`config.mk`:
```
export PLATFORM = sky130hd
export DESIGN_NAME = butterfly_digit_router
export DESIGN_NICKNAME = d
export VERILOG_FILES = /design/src/rtl/butterfly_digit_router.sv
export SDC_FILE = /design/constraint.sdc
export NUM_CORES = 2
export LEC_CHECK = 0
export ABC_AREA = 1
export CORE_AREA = 2 2 422 424
export DETAILED_ROUTE_END_ITERATION = 8
export DIE_AREA = 0 0 424 426
export HOLD_SLACK_MARGIN = 0.06
export SKIP_CTS_REPAIR_TIMING = 1
export SLEW_MARGIN = 20
export SYNTH_ARGS = -nofsm -noshare
export SYNTH_HDL_FRONTEND = slang
export SYNTH_SLANG_ARGS = --single-unit
```
`constraint.sdc`:
```
create_clock -name clk -period 37.1 [get_ports clk]
set_clock_uncertainty 0.15 [all_clocks]
set_input_delay 7.42 -clock clk [delete_from_list [all_inputs] [get_ports clk]]
set_output_delay 7.42 -clock clk [all_outputs]
set_load 0.02 [all_outputs]
```
`src/rtl/butterfly_digit_router.sv`:
```
// K-in/K-out wormhole router for one butterfly stage.
// Routes on one base-K digit of dest; credit flow control both ways.
module butterfly_digit_router #(
  parameter int K                 = 2,
  parameter int DIGIT             = 0,
  parameter int DEST_WIDTH        = 4,
  parameter int FLIT_WIDTH        = 256,
  parameter int FLIT_BUFFER_DEPTH = 2,
  parameter int DOWNSTREAM_DEPTH  = 2
) (
  input  logic                    clk,
  input  logic                    rst_n,
  input  logic [K*FLIT_WIDTH-1:0] data_in,
  input  logic [K*DEST_WIDTH-1:0] dest_in,
  input  logic [K-1:0]            is_tail_in,
  input  logic [K-1:0]            send_in,
  output logic [K-1:0]            credit_out,
  output logic [K*FLIT_WIDTH-1:0] data_out,
  output logic [K*DEST_WIDTH-1:0] dest_out,
  output logic [K-1:0]            is_tail_out,
  output logic [K-1:0]            send_out,
  input  logic [K-1:0]            credit_in,
  output logic [K-1:0]            overflow_err
);

  localparam int IW  = (K > 1) ? $clog2(K) : 1;
  localparam int PW  = (FLIT_BUFFER_DEPTH > 1) ? $clog2(FLIT_BUFFER_DEPTH) : 1;
  localparam int NW  = $clog2(FLIT_BUFFER_DEPTH + 1);
  localparam int CW  = $clog2(DOWNSTREAM_DEPTH + 1);
  localparam int EW  = 1 + DEST_WIDTH + FLIT_WIDTH;
  localparam int DIV = K ** DIGIT;

  logic [EW-1:0] mem    [K][FLIT_BUFFER_DEPTH];
  logic [PW-1:0] rd_ptr [K];
  logic [PW-1:0] wr_ptr [K];
  logic [NW-1:0] count  [K];
  logic [EW-1:0] head   [K];
  logic [IW-1:0] req    [K];
  logic [K-1:0]  empty;
  logic [K-1:0]  full;
  logic [K-1:0]  wr;
  logic [K-1:0]  deq;

  logic [K-1:0]  lock_valid;
  logic [IW-1:0] lock_in  [K];
  logic [IW-1:0] rr_ptr   [K];
  logic [CW-1:0] credit   [K];
  logic [K-1:0]  grant;
  logic [IW-1:0] grant_in [K];
  logic [EW-1:0] gflit    [K];

  function automatic logic [PW-1:0] bump(input logic [PW-1:0] p);
    if (int'(p) == FLIT_BUFFER_DEPTH - 1) return '0;
    return p + PW'(1);
  endfunction

  function automatic logic [IW-1:0] route(input logic [DEST_WIDTH-1:0] d);
    return IW'((int'(d) / DIV) % K);
  endfunction

  // Inputs holding a lock request their locked output, not the dest digit
  always_comb begin
    for (int i = 0; i < K; i++) begin
      empty[i] = (count[i] == '0);
      full[i]  = (count[i] == NW'(FLIT_BUFFER_DEPTH));
      head[i]  = mem[i][rd_ptr[i]];
      req[i]   = route(head[i][FLIT_WIDTH +: DEST_WIDTH]);
      for (int o = 0; o < K; o++)
        if (lock_valid[o] && lock_in[o] == IW'(i))
          req[i] = IW'(o);
    end
  end

  always_comb begin
    logic [IW-1:0] sel;
    sel   = '0;
    grant = '0;
    deq   = '0;
    for (int o = 0; o < K; o++) begin
      grant_in[o] = '0;
      if (credit[o] != '0) begin
        if (lock_valid[o]) begin
          grant[o]    = !empty[lock_in[o]];
          grant_in[o] = lock_in[o];
        end else begin
          for (int j = 0; j < K; j++) begin
            sel = IW'((int'(rr_ptr[o]) + j) % K);
            if (!grant[o] && !empty[sel] && req[sel] == IW'(o)) begin
              grant[o]    = 1'b1;
              grant_in[o] = sel;
            end
          end
        end
      end
      gflit[o] = head[grant_in[o]];
      if (grant[o]) deq[grant_in[o]] = 1'b1;
    end
    for (int i = 0; i < K; i++)
      wr[i] = send_in[i] && (!full[i] || deq[i]);
  end

  assign credit_out = deq;

  always_ff @(posedge clk) begin
    for (int i = 0; i < K; i++)
      if (wr[i])
        mem[i][wr_ptr[i]] <= {is_tail_in[i],
                              dest_in[i*DEST_WIDTH +: DEST_WIDTH],
                              data_in[i*FLIT_WIDTH +: FLIT_WIDTH]};
  end

  always_ff @(posedge clk or negedge rst_n) begin
    if (!rst_n) begin
      overflow_err <= '0;
      for (int i = 0; i < K; i++) begin
        rd_ptr[i] <= '0;
        wr_ptr[i] <= '0;
        count[i]  <= '0;
      end
    end else begin
      for (int i = 0; i < K; i++) begin
        if (wr[i])  wr_ptr[i] <= bump(wr_ptr[i]);
        if (deq[i]) rd_ptr[i] <= bump(rd_ptr[i]);
        count[i] <= count[i] + NW'(wr[i]) - NW'(deq[i]);
        if (send_in[i] && full[i] && !deq[i])
          overflow_err[i] <= 1'b1;
      end
    end
  end

  always_ff @(posedge clk or negedge rst_n) begin
    if (!rst_n) begin
      send_out    <= '0;
      data_out    <= '0;
      dest_out    <= '0;
      is_tail_out <= '0;
      lock_valid  <= '0;
      for (int o = 0; o < K; o++) begin
        lock_in[o] <= '0;
        rr_ptr[o]  <= '0;
        credit[o]  <= CW'(DOWNSTREAM_DEPTH);
      end
    end else begin
      send_out <= grant;
      for (int o = 0; o < K; o++) begin
        if (grant[o]) begin
          data_out[o*FLIT_WIDTH +: FLIT_WIDTH] <= gflit[o][FLIT_WIDTH-1:0];
          dest_out[o*DEST_WIDTH +: DEST_WIDTH] <=
            gflit[o][FLIT_WIDTH +: DEST_WIDTH];
          is_tail_out[o] <= gflit[o][EW-1];
          if (gflit[o][EW-1]) begin
            lock_valid[o] <= 1'b0;
            rr_ptr[o]     <= IW'((int'(grant_in[o]) + 1) % K);
          end else begin
            lock_valid[o] <= 1'b1;
            lock_in[o]    <= grant_in[o];
          end
        end
        // Saturate so a spurious extra credit cannot wrap the count
        if (grant[o] && !credit_in[o])
          credit[o] <= credit[o] - CW'(1);
        else if (!grant[o] && credit_in[o] &&
                 credit[o] != CW'(DOWNSTREAM_DEPTH))
          credit[o] <= credit[o] + CW'(1);
      end
    end
  end

endmodule

```
## Yosys cells after proc, flatten, opt, wreduce, memory -nomap -nowiden

Memories as Yosys holds them, arrays and structs flattened.
Index checks and enable logic that the tools add are counted.

- Register bits after elaboration: 544
- Bits in writable memories: 1,044
- Input port bits: 528
- Logic and storage cells: 233
- Memories: 1

Memories:

| name | words | bits a word | rd ports | clocked after Yosys merged registers in | wr ports | line | RTL |
|---|---|---|---|---|---|---|---|
| mem | 2 | 522 | 2 | 0 | 2 | 33 | `logic [EW-1:0] mem [K][FLIT_BUFFER_DEPTH];` |

- Add/sub/neg operators: 16
- $lt $le $gt $ge: 22
- Eq/ne operators: 4
- Mux-type cells: 96
- Bitwise logic cells: 17
- Reduce and logical (&&, ||, !) cells: 54

Operator list:

| kind | number |
|---|---|
| 261-bit 2-to-1 mux | 14 |
| 522-bit 2-to-1 mux | 2 |
| 261-bit demux with 1-bit select | 2 |
| 1-bit 2-to-1 mux | 70 |
| 1-bit logical AND | 26 |
| 2-bit >= comparator, second input constant | 10 |
| 1-bit inverter with 2-bit output | 10 |
| 1-bit zero test | 16 |
| 1-bit by 2-bit less-than comparator with 1-bit output, second input constant | 8 |
| 2-bit 2-to-1 mux | 6 |
| 1-bit adder, second input constant | 8 |
| 2-bit AND reduction | 4 |
| 2-bit nonzero test | 4 |
| 1-bit inverter | 6 |
| 2-bit by 1-bit adder with 2-bit output | 2 |
| 2-bit by 1-bit adder with 2-bit output, second input constant | 2 |
| 2-bit equality test, second input constant | 2 |
| 2-bit zero test | 2 |
| 2-bit by 1-bit less-than comparator with 1-bit output, second input constant | 2 |
| 2-bit != test, second input constant | 2 |
| 2-bit by 1-bit subtractor with 2-bit output | 2 |
| 2-bit by 1-bit subtractor with 2-bit output, second input constant | 2 |
| 1-bit demux with 1-bit select | 2 |
| 1-bit >= comparator, second input constant | 2 |
| 2 further kinds | 3 |

## Longest topological paths before layout

- Word-level depth: 31
- Mapped depth: 16

## Least setup slack after synthesis

No wires, ideal clock.

- Path type: input-to-reg
- Start: input port send_in[1]
- End: memory mem[0][522] (netlist name) (enable)
- Library setup time: 0.887 ns
- Arrival time: 18.314 ns
- Setup slack: 17.749 ns
- Cell stages on the path: 2
- Path buffers: 0
- Path through: nand2_1 nor2_1

RTL lines:

| item | line | RTL |
|---|---|---|
| start: declaration | 16 | `input logic [K-1:0] send_in,` |
| end: declaration | 33 |  |

## Worst setup path in the final report

- Start: register rd_ptr[1] (netlist name)
- End: output port credit_out[0]

- Elaborated cells between the ends (all ways): 61
- Classes of those cells: order compare: 4; mux: 43; bitwise: 4; reduce/logical: 10

RTL lines:

| item | line | RTL |
|---|---|---|
| start: declaration | 34 | `logic [PW-1:0] rd_ptr [K];` |
| start signal: indexed assignment | 123 | `if (deq[i]) rd_ptr[i] <= bump(rd_ptr[i]);` |
| 1-bit inverter with 2-bit output (implied by the code) * | 66 | `head[i] = mem[i][rd_ptr[i]];` |
| 261-bit 2-to-1 mux (implied by the code) * (3 in a row) | 66 |  |
| 1-bit 2-to-1 mux * (2 in a row) | 69 | `if (lock_valid[o] && lock_in[o] == IW'(i))` |
| 1-bit 2-to-1 mux (implied by the code) (3 in a row) | 88 | `if (!grant[o] && !empty[sel] && req[sel] == IW'(o)) begin` |
| 1-bit inverter | 88 |  |
| 1-bit logical AND | 88 |  |
| 1-bit 2-to-1 mux | 88 |  |
| 1-bit 2-to-1 mux | 82 | `if (lock_valid[o]) begin` |
| (+2 left out) | n/a |  |
| 1-bit logical AND (2 in a row) | 88 |  |
| 1-bit 2-to-1 mux * | 88 |  |
| 1-bit 2-to-1 mux * | 82 |  |
| 1-bit 2-to-1 mux * | 81 | `if (credit[o] != '0) begin` |
| net grant[0] | 48 | `logic [K-1:0] grant;` |
| 2-bit 2-to-1 mux * | 96 | `if (grant[o]) deq[grant_in[o]] = 1'b1;` |
| 2-bit OR (no line) | n/a |  |
| 2-bit 2-to-1 mux * | 96 |  |
| end: declaration | 17 | `output logic [K-1:0] credit_out,` |

Mark *: on every way through the listed nets, which the timed path passes. The rest lies on a longest branch. The select of a mux whose other input is x is not followed.

==> metrics.txt <==
# TYPE chip_impl_metric gauge
chip_impl_info{name="outcome",value="finished, final reports clean"} 1
chip_impl_metric{name="number_of_antenna_violations_at_the_first_check_in_global_routing",unit=""} 78
chip_impl_metric{name="die-height",unit="um"} 426
chip_impl_metric{name="synth-seq-cells",unit=""} 1588
chip_impl_info{name="grt_setup_unrepaired",value="no"} 1
chip_impl_info{name="worstHoldPathType",value="flop to flop"} 1
chip_impl_metric{name="grt_use_total",unit=""} 0.228
chip_impl_metric{name="net_sw_frac",unit=""} 0.431
chip_impl_metric{name="finalWirelength",unit="mm"} 213
chip_impl_metric{name="ant_nets",unit=""} 0
chip_impl_metric{name="report.final.setup_viol",unit=""} 0
chip_impl_metric{name="holdPathStages",unit=""} 2
chip_impl_metric{name="cp.buffers_inverters",unit=""} 2
chip_impl_metric{name="ys_types",unit=""} 31
chip_impl_metric{name="internal_pwr_total",unit="mW"} 4.73
chip_impl_metric{name="cellPowerDensity",unit="nW/um^2"} 104
chip_impl_metric{name="routedWlPerCell",unit="um"} 23.3
chip_impl_metric{name="netlist_instances",unit=""} 5592
chip_impl_info{name="synth_flop_cell",value="sky130_fd_sc_hd__edfxtp_1"} 1
chip_impl_metric{name="final.setup.worst_slack",unit="ps"} 24770
chip_impl_metric{name="rr_worst_depth",unit=""} 12
chip_impl_metric{name="remaining_drc_errors",unit=""} 0
chip_impl_metric{name="die_w",unit="um"} 424
chip_impl_metric{name="layout-area-overhead-vs-synth",unit="%"} 30.2
chip_impl_metric{name="design.die.area",unit="sq um"} 181000
chip_impl_metric{name="dp_worst_setup_slack",unit="ps"} 25560
chip_impl_metric{name="nets",unit=""} 7112
chip_impl_metric{name="timing.fmax",unit="MHz"} 81.1
chip_impl_metric{name="period_minus_slack",unit="ps"} 12330
chip_impl_metric{name="synth-seq-area-share",unit=""} 0.732
chip_impl_metric{name="globalplace.congestion",unit=""} 0.871
chip_impl_metric{name="clock_power_share",unit=""} 0.207
chip_impl_metric{name="cts_max_path_buffers",unit=""} 3
chip_impl_info{name="cp_top_delay_family",value="simple AND/OR/NAND/NOR gates"} 1
chip_impl_metric{name="hold_violations",unit=""} 0
chip_impl_metric{name="synth-async-reset-ratio",unit=""} 0.343
chip_impl_metric{name="global_route_wire_length_before_repair",unit="mm"} 302
chip_impl_metric{name="fill_cells",unit=""} 16200
chip_impl_metric{name="synth.cell_area",unit="sq um"} 61400
chip_impl_metric{name="io-pin-count",unit=""} 1056
chip_impl_metric{name="p_seq_frac",unit=""} 0.349
chip_impl_metric{name="worst-endpoint-required",unit="ps"} 29530
chip_impl_metric{name="r2r_setup_slack",unit="ps"} 30840
chip_impl_metric{name="level_count_of_the_clock_h_tree",unit=""} 4
chip_impl_info{name="critical_path_cell_sequence",value="inv_8 > nand2_1 > nand3_2 > nand3_1 > a21oi_4 > nand2_2 > nand2_1 > clkdlybuf4s50_1"} 1
chip_impl_metric{name="post_synth_edffs",unit=""} 1044
chip_impl_metric{name="clock_latency",unit="ps"} 830
chip_impl_metric{name="synth_fp_nets",unit=""} 6123
chip_impl_info{name="worst_path_max_delay_cell",value="sky130_fd_sc_hd__clkdlybuf4s50_1"} 1
chip_impl_metric{name="drive_above_1_share",unit=""} 0.0516
chip_impl_metric{name="drt_iter0_markers",unit=""} 4090
chip_impl_metric{name="cts.sinks",unit=""} 1588
chip_impl_info{name="setup.worst_path.start_class",value="flop"} 1
chip_impl_metric{name="relSlewSlack",unit=""} 0.178
chip_impl_metric{name="vias_per_cell",unit=""} 4.93
chip_impl_info{name="most_frequent_cell_on_the_critical_path",value="sky130_fd_sc_hd__nand2_1"} 1
chip_impl_metric{name="initial_core_util",unit=""} 0.350
chip_impl_metric{name="setup-tns-final",unit="ps"} 0
chip_impl_metric{name="dr_total_vias",unit=""} 44900
chip_impl_metric{name="synth-warning-count",unit=""} 0
chip_impl_metric{name="power_leakage",unit="nW"} 32.9
chip_impl_metric{name="timing.critical_path.arrival",unit="ps"} 4760
chip_impl_metric{name="actual_slew_at_the_worst_max_slew_pin",unit="ps"} 1230
chip_impl_metric{name="power.combinational.fraction",unit=""} 0.444
chip_impl_metric{name="clkTransAtPathRegs",unit="ps"} 60
chip_impl_metric{name="vias_in_the_first_global_route",unit=""} 43200
chip_impl_info{name="cts_tree",value="yes"} 1
chip_impl_info{name="worstSetupPathType",value="flop to output port"} 1
chip_impl_metric{name="timing.critical_path.depth",unit=""} 8
chip_impl_info{name="worst_setup_path_end_kind",value="output port"} 1
chip_impl_metric{name="synth_area_per_cell",unit="sq um"} 11.0
chip_impl_metric{name="tritoncts.num_buffers",unit=""} 167
chip_impl_metric{name="floorplan.rows",unit=""} 154
chip_impl_metric{name="layout_worst_path_cycle_share",unit=""} 0.332
chip_impl_metric{name="net_switching_component_of_the_power",unit="mW"} 3.58
chip_impl_metric{name="max_cap_viol_count",unit=""} 0
chip_impl_metric{name="core_area",unit="sq um"} 176000
chip_impl_metric{name="maxSlewViolCount",unit=""} 0
chip_impl_info{name="cts_root_buffer",value="sky130_fd_sc_hd__clkbuf_16"} 1
chip_impl_metric{name="io_buf_count",unit=""} 1055
chip_impl_metric{name="overflow",unit=""} 0
chip_impl_metric{name="peakVddDrop",unit="mV"} 0.0959
chip_impl_metric{name="grt_start_max_net_pins",unit=""} 163
chip_impl_metric{name="drt_pass1_iterations",unit=""} 5
chip_impl_metric{name="post-dp-hpwl",unit="mm"} 139
chip_impl_metric{name="crit_path_max_incr_delay",unit="ps"} 820
chip_impl_metric{name="critical_path_peak_fanout",unit=""} 83
==> sequential cells by signal, summed over array words and instances, names as in the netlist <==
signal	flops
overflow_err	2
dest_out	8
send_out	2
data_out	512
rd_ptr	2
mem	1044
credit	4
is_tail_out	2
wr_ptr	2
count	4
lock_in	2
rr_ptr	2
lock_valid	2
==> power by group through the flow <==
stage / Clock [mW] / Combinational, mW / Sequential, mW
CTS: 1.74 / 3.72 / 2.89
global route: 1.81 / 4.00 / 2.94
global placement: 0 / 3.66 / 2.91
finish: 1.72 / 3.69 / 2.90
floorplan: 0 / 1.83 / 3.25
detailed placement: 0 / 3.71 / 2.92
==> worst min-delay path: cells and delay by family (launching register included) <==
kind	cells	cell delay, ps
simple gates	2	110
flops	1	330
==> final cells by class <==
type	count	area (sq um)	area share
sequential	1588	45000	0.562
multi-input combinational	3637	14800	0.186
timing repair buffer	1103	11000	0.138
clock buffer	232	4830	0.0604
tap	2340	2930	0.0366
clock inverter	83	856	0.0107
inverter	84	375	0.00469
antenna	57	143	0.00178
==> routing by layer <==
| layer | wire (um) | track usage | part of all wire |
|---|---|---|---|
| met1 | 84600 | 0.289 | 0.40 |
| met5 | 252 | 0 | 0.0012 |
| met4 | 10300 | 0.116 | 0.049 |
| met2 | 104000 | 0.374 | 0.49 |
| met3 | 14000 | 0.0443 | 0.066 |
==> synth_stat cells (3+ instances only) <==
master | instances | share of area
sky130_fd_sc_hd__a22oi_1 | 37 | 0.0045
sky130_fd_sc_hd__buf_2 | 103 | 0.0084
sky130_fd_sc_hd__buf_4 | 22 | 0.0027
sky130_fd_sc_hd__buf_6 | 10 | 0.0018
sky130_fd_sc_hd__clkbuf_1 | 146 | 0.0089
sky130_fd_sc_hd__dfrtp_1 | 542 | 0.22
sky130_fd_sc_hd__edfxtp_1 | 1044 | 0.51
sky130_fd_sc_hd__ha_1 | 3 | 0.00061
sky130_fd_sc_hd__inv_1 | 75 | 0.0046
sky130_fd_sc_hd__inv_2 | 9 | 0.00055
sky130_fd_sc_hd__nand2_1 | 3043 | 0.19
sky130_fd_sc_hd__nand2_2 | 5 | 0.00051
sky130_fd_sc_hd__nand3_1 | 401 | 0.033
sky130_fd_sc_hd__nor2_1 | 18 | 0.0011
sky130_fd_sc_hd__o211ai_1 | 95 | 0.012
sky130_fd_sc_hd__o21ai_0 | 10 | 0.00081
sky130_fd_sc_hd__o21ai_1 | 3 | 0.00024
sky130_fd_sc_hd__xor2_1 | 4 | 0.00057
==> path summary, 6_finish.rpt <==
kind / end / from
worst max-delay path: credit_out[0] / rd_ptr[1]
worst min register to register: is_tail_out[0] / is_tail_out[0]
worst max register to register: mem[0][534] / rd_ptr[1]
min in group asynchronous: data_out[352] / rst_n
max in group asynchronous: data_out[427] / rst_n
worst min-delay path: is_tail_out[0] / is_tail_out[0]
==> metrics by stage <==
step | instance area [sq um] | utilization | power (mW) | hold WS [ps] | std cells
after floorplan | 61400 | - | 5.08 | 292 | 5592
after global placement | 74100 | 0.422 | 6.57 | 302 | 8751
after detailed placement | 74100 | 0.422 | 6.63 | 317 | 8751
after CTS | 79800 | 0.454 | 8.36 | 331 | 9066
after global routing | 80000 | 0.455 | 8.76 | 346 | 9120
final | 80000 | 0.455 | 8.31 | 328 | 9124
==> placed cells by master (no fill, tap or decap), types with 4 or more instances in the layout <==
master	count
sky130_fd_sc_hd__nand3_1	401
sky130_fd_sc_hd__clkinv_2	32
sky130_fd_sc_hd__clkinvlp_4	6
sky130_fd_sc_hd__buf_4	40
sky130_fd_sc_hd__inv_16	4
sky130_fd_sc_hd__clkbuf_1	31
sky130_fd_sc_hd__bufinv_16	12
sky130_fd_sc_hd__clkbuf_16	173
sky130_fd_sc_hd__inv_6	7
sky130_fd_sc_hd__o211ai_1	95
sky130_fd_sc_hd__nor2_1	16
sky130_fd_sc_hd__inv_1	73
sky130_fd_sc_hd__clkdlybuf4s50_1	1054
sky130_fd_sc_hd__nand2_1	3041
sky130_fd_sc_hd__clkbuf_8	28
sky130_fd_sc_hd__buf_12	7
sky130_fd_sc_hd__o21ai_0	10
sky130_fd_sc_hd__dfrtp_1	540
sky130_fd_sc_hd__clkinv_1	17
sky130_fd_sc_hd__diode_2	57
sky130_fd_sc_hd__xor2_1	4
sky130_fd_sc_hd__inv_8	8
sky130_fd_sc_hd__nand2_2	5
sky130_fd_sc_hd__a22oi_1	37
sky130_fd_sc_hd__edfxtp_1	1044
==> cell families after synthesis <==
logic type,Yosys count,share of synthesized area
AO/OA/AOI/OAI,152,0.0183
XOR/XNOR,6,0.000855
adder cells (fa/ha/maj),3,0.000611
buffers and inverters,367,0.0271
flip-flops,1588,0.732
multiplexers,1,0.000163
AND/OR/NAND/NOR,3475,0.221
Note: power is estimated with default switching activity, not from simulation.
